==> config.mk <==
export PLATFORM = sky130hd
export DESIGN_NAME = control_pipeline
export DESIGN_NICKNAME = d
export VERILOG_FILES = /design/src/rtl/control_pipeline.sv
export SDC_FILE = /design/constraint.sdc
export NUM_CORES = 1
export LEC_CHECK = 0
export ABC_AREA = 1
export CORE_UTILIZATION = 44
export DETAILED_ROUTE_END_ITERATION = 8
export PLACE_DENSITY = 0.81
export SYNTH_ARGS = -nofsm -noshare
export SYNTH_HDL_FRONTEND = slang
export SYNTH_SLANG_ARGS = --single-unit
export TNS_END_PERCENT = 20
==> constraint.sdc <==
create_clock -name clk -period 2.03 [get_ports clk]
set_clock_uncertainty 0.05 [all_clocks]
set_input_delay 0.406 -clock clk [delete_from_list [all_inputs] [get_ports clk]]
set_output_delay 0.406 -clock clk [all_outputs]
set_load 0.01 [all_outputs]
==> src/rtl/control_pipeline.sv <==
// Control-side pipeline for a 5-stage ARM core: carries decoded control from Decode to Writeback,
// evaluates the condition field in Execute against the NZCV register and gates side effects on it.
module control_pipeline (
  input  logic       clk,
  input  logic       reset,
  input  logic       PCSrcD,
  input  logic       RegWriteD,
  input  logic       MemtoRegD,
  input  logic       MemWriteD,
  input  logic       BranchD,
  input  logic [1:0] FlagWriteD,
  input  logic [3:0] CondD,
  input  logic [3:0] RA1D,
  input  logic [3:0] RA2D,
  input  logic [3:0] WA3D,
  input  logic [3:0] ALUFlagsE,
  input  logic       FlushE,
  output logic [3:0] RA1E,
  output logic [3:0] RA2E,
  output logic [3:0] WA3E,
  output logic       MemtoRegE,
  output logic       PCSrcE,
  output logic       BranchTakenE,
  output logic       RegWriteM,
  output logic       MemWriteM,
  output logic       PCSrcM,
  output logic       MemtoRegM,
  output logic [3:0] WA3M,
  output logic       RegWriteW,
  output logic       MemtoRegW,
  output logic       PCSrcW,
  output logic [3:0] WA3W,
  output logic [3:0] FlagsE
);

  logic       pcsrc_e;
  logic       regwrite_e;
  logic       memwrite_e;
  logic       branch_e;
  logic [1:0] flagwrite_e;
  logic [3:0] cond_e;
  logic       cond_ex_e;

  logic flag_n, flag_z, flag_c, flag_v;
  assign {flag_n, flag_z, flag_c, flag_v} = FlagsE;

  // D/E register; a flush loads an all-zero bubble (Cond=0000, no enables).
  // NOTE: sequential state uses non-blocking assignments so every register samples pre-edge values.
  always_ff @(posedge clk) begin
    if (reset || FlushE) begin
      pcsrc_e     <= 1'b0;
      regwrite_e  <= 1'b0;
      MemtoRegE   <= 1'b0;
      memwrite_e  <= 1'b0;
      branch_e    <= 1'b0;
      flagwrite_e <= 2'b00;
      cond_e      <= 4'b0000;
      RA1E        <= 4'd0;
      RA2E        <= 4'd0;
      WA3E        <= 4'd0;
    end else begin
      pcsrc_e     <= PCSrcD;
      regwrite_e  <= RegWriteD;
      MemtoRegE   <= MemtoRegD;
      memwrite_e  <= MemWriteD;
      branch_e    <= BranchD;
      flagwrite_e <= FlagWriteD;
      cond_e      <= CondD;
      RA1E        <= RA1D;
      RA2E        <= RA2D;
      WA3E        <= WA3D;
    end
  end

  // NOTE: the default assignment first keeps this block free of inferred latches.
  always_comb begin
    cond_ex_e = 1'b0;
    case (cond_e)
      4'b0000: cond_ex_e = flag_z;
      4'b0001: cond_ex_e = ~flag_z;
      4'b0010: cond_ex_e = flag_c;
      4'b0011: cond_ex_e = ~flag_c;
      4'b0100: cond_ex_e = flag_n;
      4'b0101: cond_ex_e = ~flag_n;
      4'b0110: cond_ex_e = flag_v;
      4'b0111: cond_ex_e = ~flag_v;
      4'b1000: cond_ex_e = flag_c & ~flag_z;
      4'b1001: cond_ex_e = ~flag_c | flag_z;
      4'b1010: cond_ex_e = (flag_n == flag_v);
      4'b1011: cond_ex_e = (flag_n != flag_v);
      4'b1100: cond_ex_e = ~flag_z & (flag_n == flag_v);
      4'b1101: cond_ex_e = flag_z | (flag_n != flag_v);
      4'b1110: cond_ex_e = 1'b1;
      default: cond_ex_e = 1'b0;
    endcase
  end

  assign PCSrcE       = pcsrc_e & cond_ex_e;
  assign BranchTakenE = branch_e & cond_ex_e;

  // Flags update from the instruction leaving Execute, even if a bubble is entering behind it.
  always_ff @(posedge clk) begin
    if (reset) begin
      FlagsE <= 4'b0000;
    end else if (cond_ex_e) begin
      if (flagwrite_e[1]) FlagsE[3:2] <= ALUFlagsE[3:2];
      if (flagwrite_e[0]) FlagsE[1:0] <= ALUFlagsE[1:0];
    end
  end

  always_ff @(posedge clk) begin
    if (reset) begin
      RegWriteM <= 1'b0;
      MemWriteM <= 1'b0;
      PCSrcM    <= 1'b0;
      MemtoRegM <= 1'b0;
      WA3M      <= 4'd0;
      RegWriteW <= 1'b0;
      MemtoRegW <= 1'b0;
      PCSrcW    <= 1'b0;
      WA3W      <= 4'd0;
    end else begin
      RegWriteM <= regwrite_e & cond_ex_e;
      MemWriteM <= memwrite_e & cond_ex_e;
      PCSrcM    <= PCSrcE;
      MemtoRegM <= MemtoRegE;
      WA3M      <= WA3E;
      RegWriteW <= RegWriteM;
      MemtoRegW <= MemtoRegM;
      PCSrcW    <= PCSrcM;
      WA3W      <= WA3M;
    end
  end

endmodule
Word level (Yosys, flattened, before mapping)

Cells that the tools add are included.

Memory bits (read-only): 0
Bits in writable memories: 0
Latch bits: 0
Memories kept: 0
Register bits: 42
Logic and storage cells: 54

Shift-type cells: 0
Multiply operators: 0
Bitwise gates (word level): 12
$lt $le $gt $ge: 0
Mux-type cells: 1
Div/mod/pow operators: 0
Reduce and logical (&&, ||, !) cells: 4
$add $sub $neg: 0
Eq/ne operators: 16

Operator list:

| kind                                                                  | count |
|---|---|
| 4-bit equality test, second input constant                            | 7 |
| 4-bit by 3-bit equality test with 1-bit output, second input constant | 4 |
| 1-bit case mux with 15 select lines                                   | 1 |
| 4-bit by 2-bit equality test with 1-bit output, second input constant | 2 |
| 1-bit bitwise AND                                                     | 6 |
| 4-bit by 1-bit equality test with 1-bit output, second input constant | 1 |
| 4-bit zero test                                                       | 1 |
| 1-bit NOT                                                             | 4 |
| 2-bit AND reduction                                                   | 2 |
| 1-bit OR                                                              | 2 |
| 1-bit equality test                                                   | 1 |
| 1-bit logical OR                                                      | 1 |
| 1-bit != test                                                         | 1 |

Longest topological paths before layout

Depth after elaboration: 4
Mapped depth: 12

Least setup slack after synthesis

No wires, ideal clock.

Kind: reg2out
Start: reg FlagsE[3]
End: out PCSrcE
Buffers on the path: 1
Slack: 381 ps
Stages on the path, launching flop included: 11
Required time: 1574 ps
Data arrival time: 1193 ps
Path through: dfxtp_1 -> inv_1 -> nand2_1 -> nand2_1 -> nand2_1 -> nand3_1 -> nor2_1 -> nand3_2 -> buf_6 -> nand2_1 -> inv_1

Longest elaborated chain between the ends: 4
Elaborated cells between the ends (all ways): 7

RTL lines:

| item                                                        | line   | source |
|---|---|---|
| start: declaration                                          | 33     | `output logic [3:0] FlagsE` |
| start signal: assignment                                    | 106    | `if (flagwrite_e[1]) FlagsE[3:2] <= ALUFlagsE[3:2];` |
| 1-bit != test / 1-bit equality test (equally long branches) | -      |  |
| 1-bit OR / 1-bit bitwise AND (equally long branches)        | 92, 91 |  |
| 1-bit case mux with 15 select lines *                       | 78     | `case (cond_e)` |
| 1-bit bitwise AND *                                         | 98     | `assign PCSrcE = pcsrc_e & cond_ex_e;` |
| end: declaration                                            | 22     | `output logic PCSrcE,` |

Every way passes the cells marked *; elsewhere a longest branch is shown, timed or not.

Worst setup path in the final report

Same ends and word-level chain as after synthesis.

==> impl_metrics.toml <==
[setup_path]
r2r_end = "FlagsE[3]"
criticalPathCategory = "register to output pin"
cp_slowest_stage_delay_ns = 0.39
critical_path_required_ns = 1.57
critPathMaxFanout = 4
critPathLaunchType = "register"
end_kind = "output pin"
reg2reg_depth = 10
crit_end = "PCSrcE"
crit_buf_inv = 3
cp.arrival_ns = 1.58
ff2ff_setup_slack_ns = 0.51
startpoint = "FlagsE[3]"
cpMaxStageDelayCell = "dfxtp_2"
critPathTopFamily = "simple AND/OR/NAND/NOR gates"
cp_num_cells = 10
crit_chain = "inv_2 > nand3_2 > nand2_1 > nand2_1 > nand3_1 > nor2_2 > nand3_4 > nand2_2 > inv_2 > buf_6"
crit-reg2reg-launch = "FlagsE[3]"

[detailed_routing]
wl_met1_mm = 1.32
route.top_layer_used = "met4"
dr.pass1.iters = 4
wl_met3_um = 300
drt_iter0_markers = 71
drc = 0
routedWlPerCell_um = 10.6
via_per_inst = 4.29
met2WireLength_mm = 1.67
num_vias = 1355
drt_wl_total_mm = 3.34
ant_nets = 0

[grt]
grt_pass1_vias = 1207
grt_max_degree = 24
grt_overflow = 0
antenna_found_initial = 0
grt_pass1_wl_mm = 5.20
grt_usage = 0.199

[logic_synthesis]
synth-seq-cells = 42
avgSynthCellArea_um2 = 7.45
synth_xor_area_frac = 0
netlist.area_leader.share = 0.561
syn_nets = 231
synth_top_family_by_area = "simple AND/OR/NAND/NOR gates"
synthAdderAreaFrac = 0
yosys_warnings = 0
synthMuxAreaShare = 0
synth_seq_area_share = 0.561
yosysUniqueCellTypes = 15
synthSimpleGateAreaFrac = 0.261
synth-compound-area-share = 0.0226
syn_area_um2 = 1500
synthTopCellsByArea = "dfxtp_1 (56%), inv_1 (13%), nor2_1 (12%), nand2_1 (7.0%), nand3_1 (4.3%)"
yosysTopAreaCell = "dfxtp_1"
syn_inst = 201

[final_layout]
layout-drive-gt1-share = 0.165
antenna-diode-count = 0
final_cell_area_um2 = 2340
instances_no_fill = 316
nets = 302
area_growth_pct = 56.1
finish.utilization = 0.741

[power]
p_total_mw = 1.58
p_comb_frac = 0.119
power_density_nw_per_um2 = 677
power.leakage_nw = 1.07
intPower_mw = 1.24
switching_power_mw = 0.338
p_seq_frac = 0.546
power_frac_clock = 0.335
switching_share = 0.214
peakVddDrop_mv = 0.499

[sta]
hold_ws_ns = 0.365
timing.final.ws_setup_ns = -0.00625
fin_setup_tns_ns = -0.00625
slew_headroom = 0.706
hold_viol_final = 0
fin_crit_sh = 1.00
setup_viol = 1
slew_viol_final = 0
worst_slew_pin_slew_ns = 0.441
rsz0062_at_grt = "yes"
clock.fmax_mhz = 491
min_period_ns = 2.04

[place]
placed_area_um2 = 2190
pre_cts_slack_ns = -0.0990
post-dp-hpwl_mm = 2.47
gp_congestion = 0.926
placed_cells = 308
numPortBuffers = 63

[die]
row_count = 20
ios = 64
die_area_um2 = 3640
dieWidth_um = 60.3
core_area_um2 = 3150
initial_utilization = 0.475
die_h_um = 60.3

[clock_network]
clkSinkCount = 42
postCtsHoldBufs = 0
clock_path_buffers = 2
cts_tree = "yes"
numCtsBuffers = 5
clk_latency_ns = 0.34
cts-root-buf = "clkbuf_4"
clk_pin_slew_ns = 0.11
cts_max_level = 2

[min_path]
min_path_type = "register to register"
min-delay-start = "memwrite_e"

[run_status]
violations = "negative setup slack"
status = "complete, but fails checks"

[flow_run]
drv_cap = 0
-- state kept, by name, indices dropped and copies added (netlist names), 2 cells and up --
| signal | count |
|---|---|
| WA3E | 4 |
| flagwrite_e | 2 |
| FlagsE | 4 |
| WA3W | 4 |
| RA1E | 4 |
| WA3M | 4 |
| cond_e | 4 |
| RA2E | 4 |
-- timing repair --
| action | CTS | global route |
|---|---|---|
| pin swaps | 3 | 6 |
| endpoints found under the setup margin | 2 | 2 |
| buffers inserted | 0 | 1 |
| gates resized for setup | 19 | 20 |
-- how the worst min path moves through the flow --
stage,endpoint,slack (ns),depth (start not counted)
floorplan,MemWriteM,0.34,2
global placement,RegWriteM,0.34,2
detailed placement,MemWriteM,0.35,2
CTS,MemWriteM,0.37,2
global route,MemWriteM,0.39,2
finish,MemWriteM,0.37,2
-- tightest hold or removal path, cell delays in order, from the launching register on --
cell and delay [ns]:
dfxtp_1 0.31, inv_1 0.04, nor2_1 0.03
-- layout by cell type, fill, tap and decap left out, types with 4 or more instances in the layout --
cell type	count
nand2_1	21
clkdlybuf4s50_1	61
nand3_1	13
nor2_1	46
dfxtp_4	4
clkbuf_4	5
inv_2	6
nand2_2	8
dfxtp_1	34
dfxtp_2	4
a21oi_1	5
inv_1	46
buf_4	7
-- area by class of cell --
cell class	instances	area (um2)
flip-flops and latches	42	861
clock buffers	6	51.3
inverters	53	201
multi-input cells	100	459
repair buffers	70	679
fillers	259	816
well taps	44	55.1
clock inverters	1	30.0
-- metal layers --
metal | GRT usage | up-vias
met5 | 0 | -
met4 | 0.0698 | 0
met3 | 0.0874 | 7
met2 | 0.347 | 45
met1 | 0.215 | 593
li1 | - | 710
-- synthesized netlist by cell type --
| master | count |
|---|---|
| nor2_1 | 48 |
| inv_2 | 1 |
| clkbuf_1 | 4 |
| nand2_1 | 28 |
| buf_6 | 1 |
| nand3_1 | 13 |
| or2_2 | 1 |
| nand3_2 | 2 |
| a21oi_2 | 1 |
| dfxtp_1 | 42 |
| nand2_2 | 1 |
| nand3b_1 | 1 |
| buf_4 | 1 |
| a21oi_1 | 5 |
| inv_1 | 52 |
-- power groups by stage --
stage | clock (mW) | sequential, mW | combinational, mW
after floorplan | 0 | 0.889 | 0.0668
after global placement | 0 | 0.882 | 0.178
after detailed placement | 0 | 0.884 | 0.180
after CTS | 0.548 | 0.864 | 0.182
after global routing | 0.574 | 0.867 | 0.208
final | 0.530 | 0.863 | 0.189
-- logic make-up (layout without fill, tap and decap cells) --
kind of cell           count (synthesis)  count (layout)
AND/OR/NAND/NOR                       94              94
buffers and inverters                 59             130
AO/OA/AOI/OAI                          6               6
flip-flops                            42              42
(Power assumes the default switching activity.)
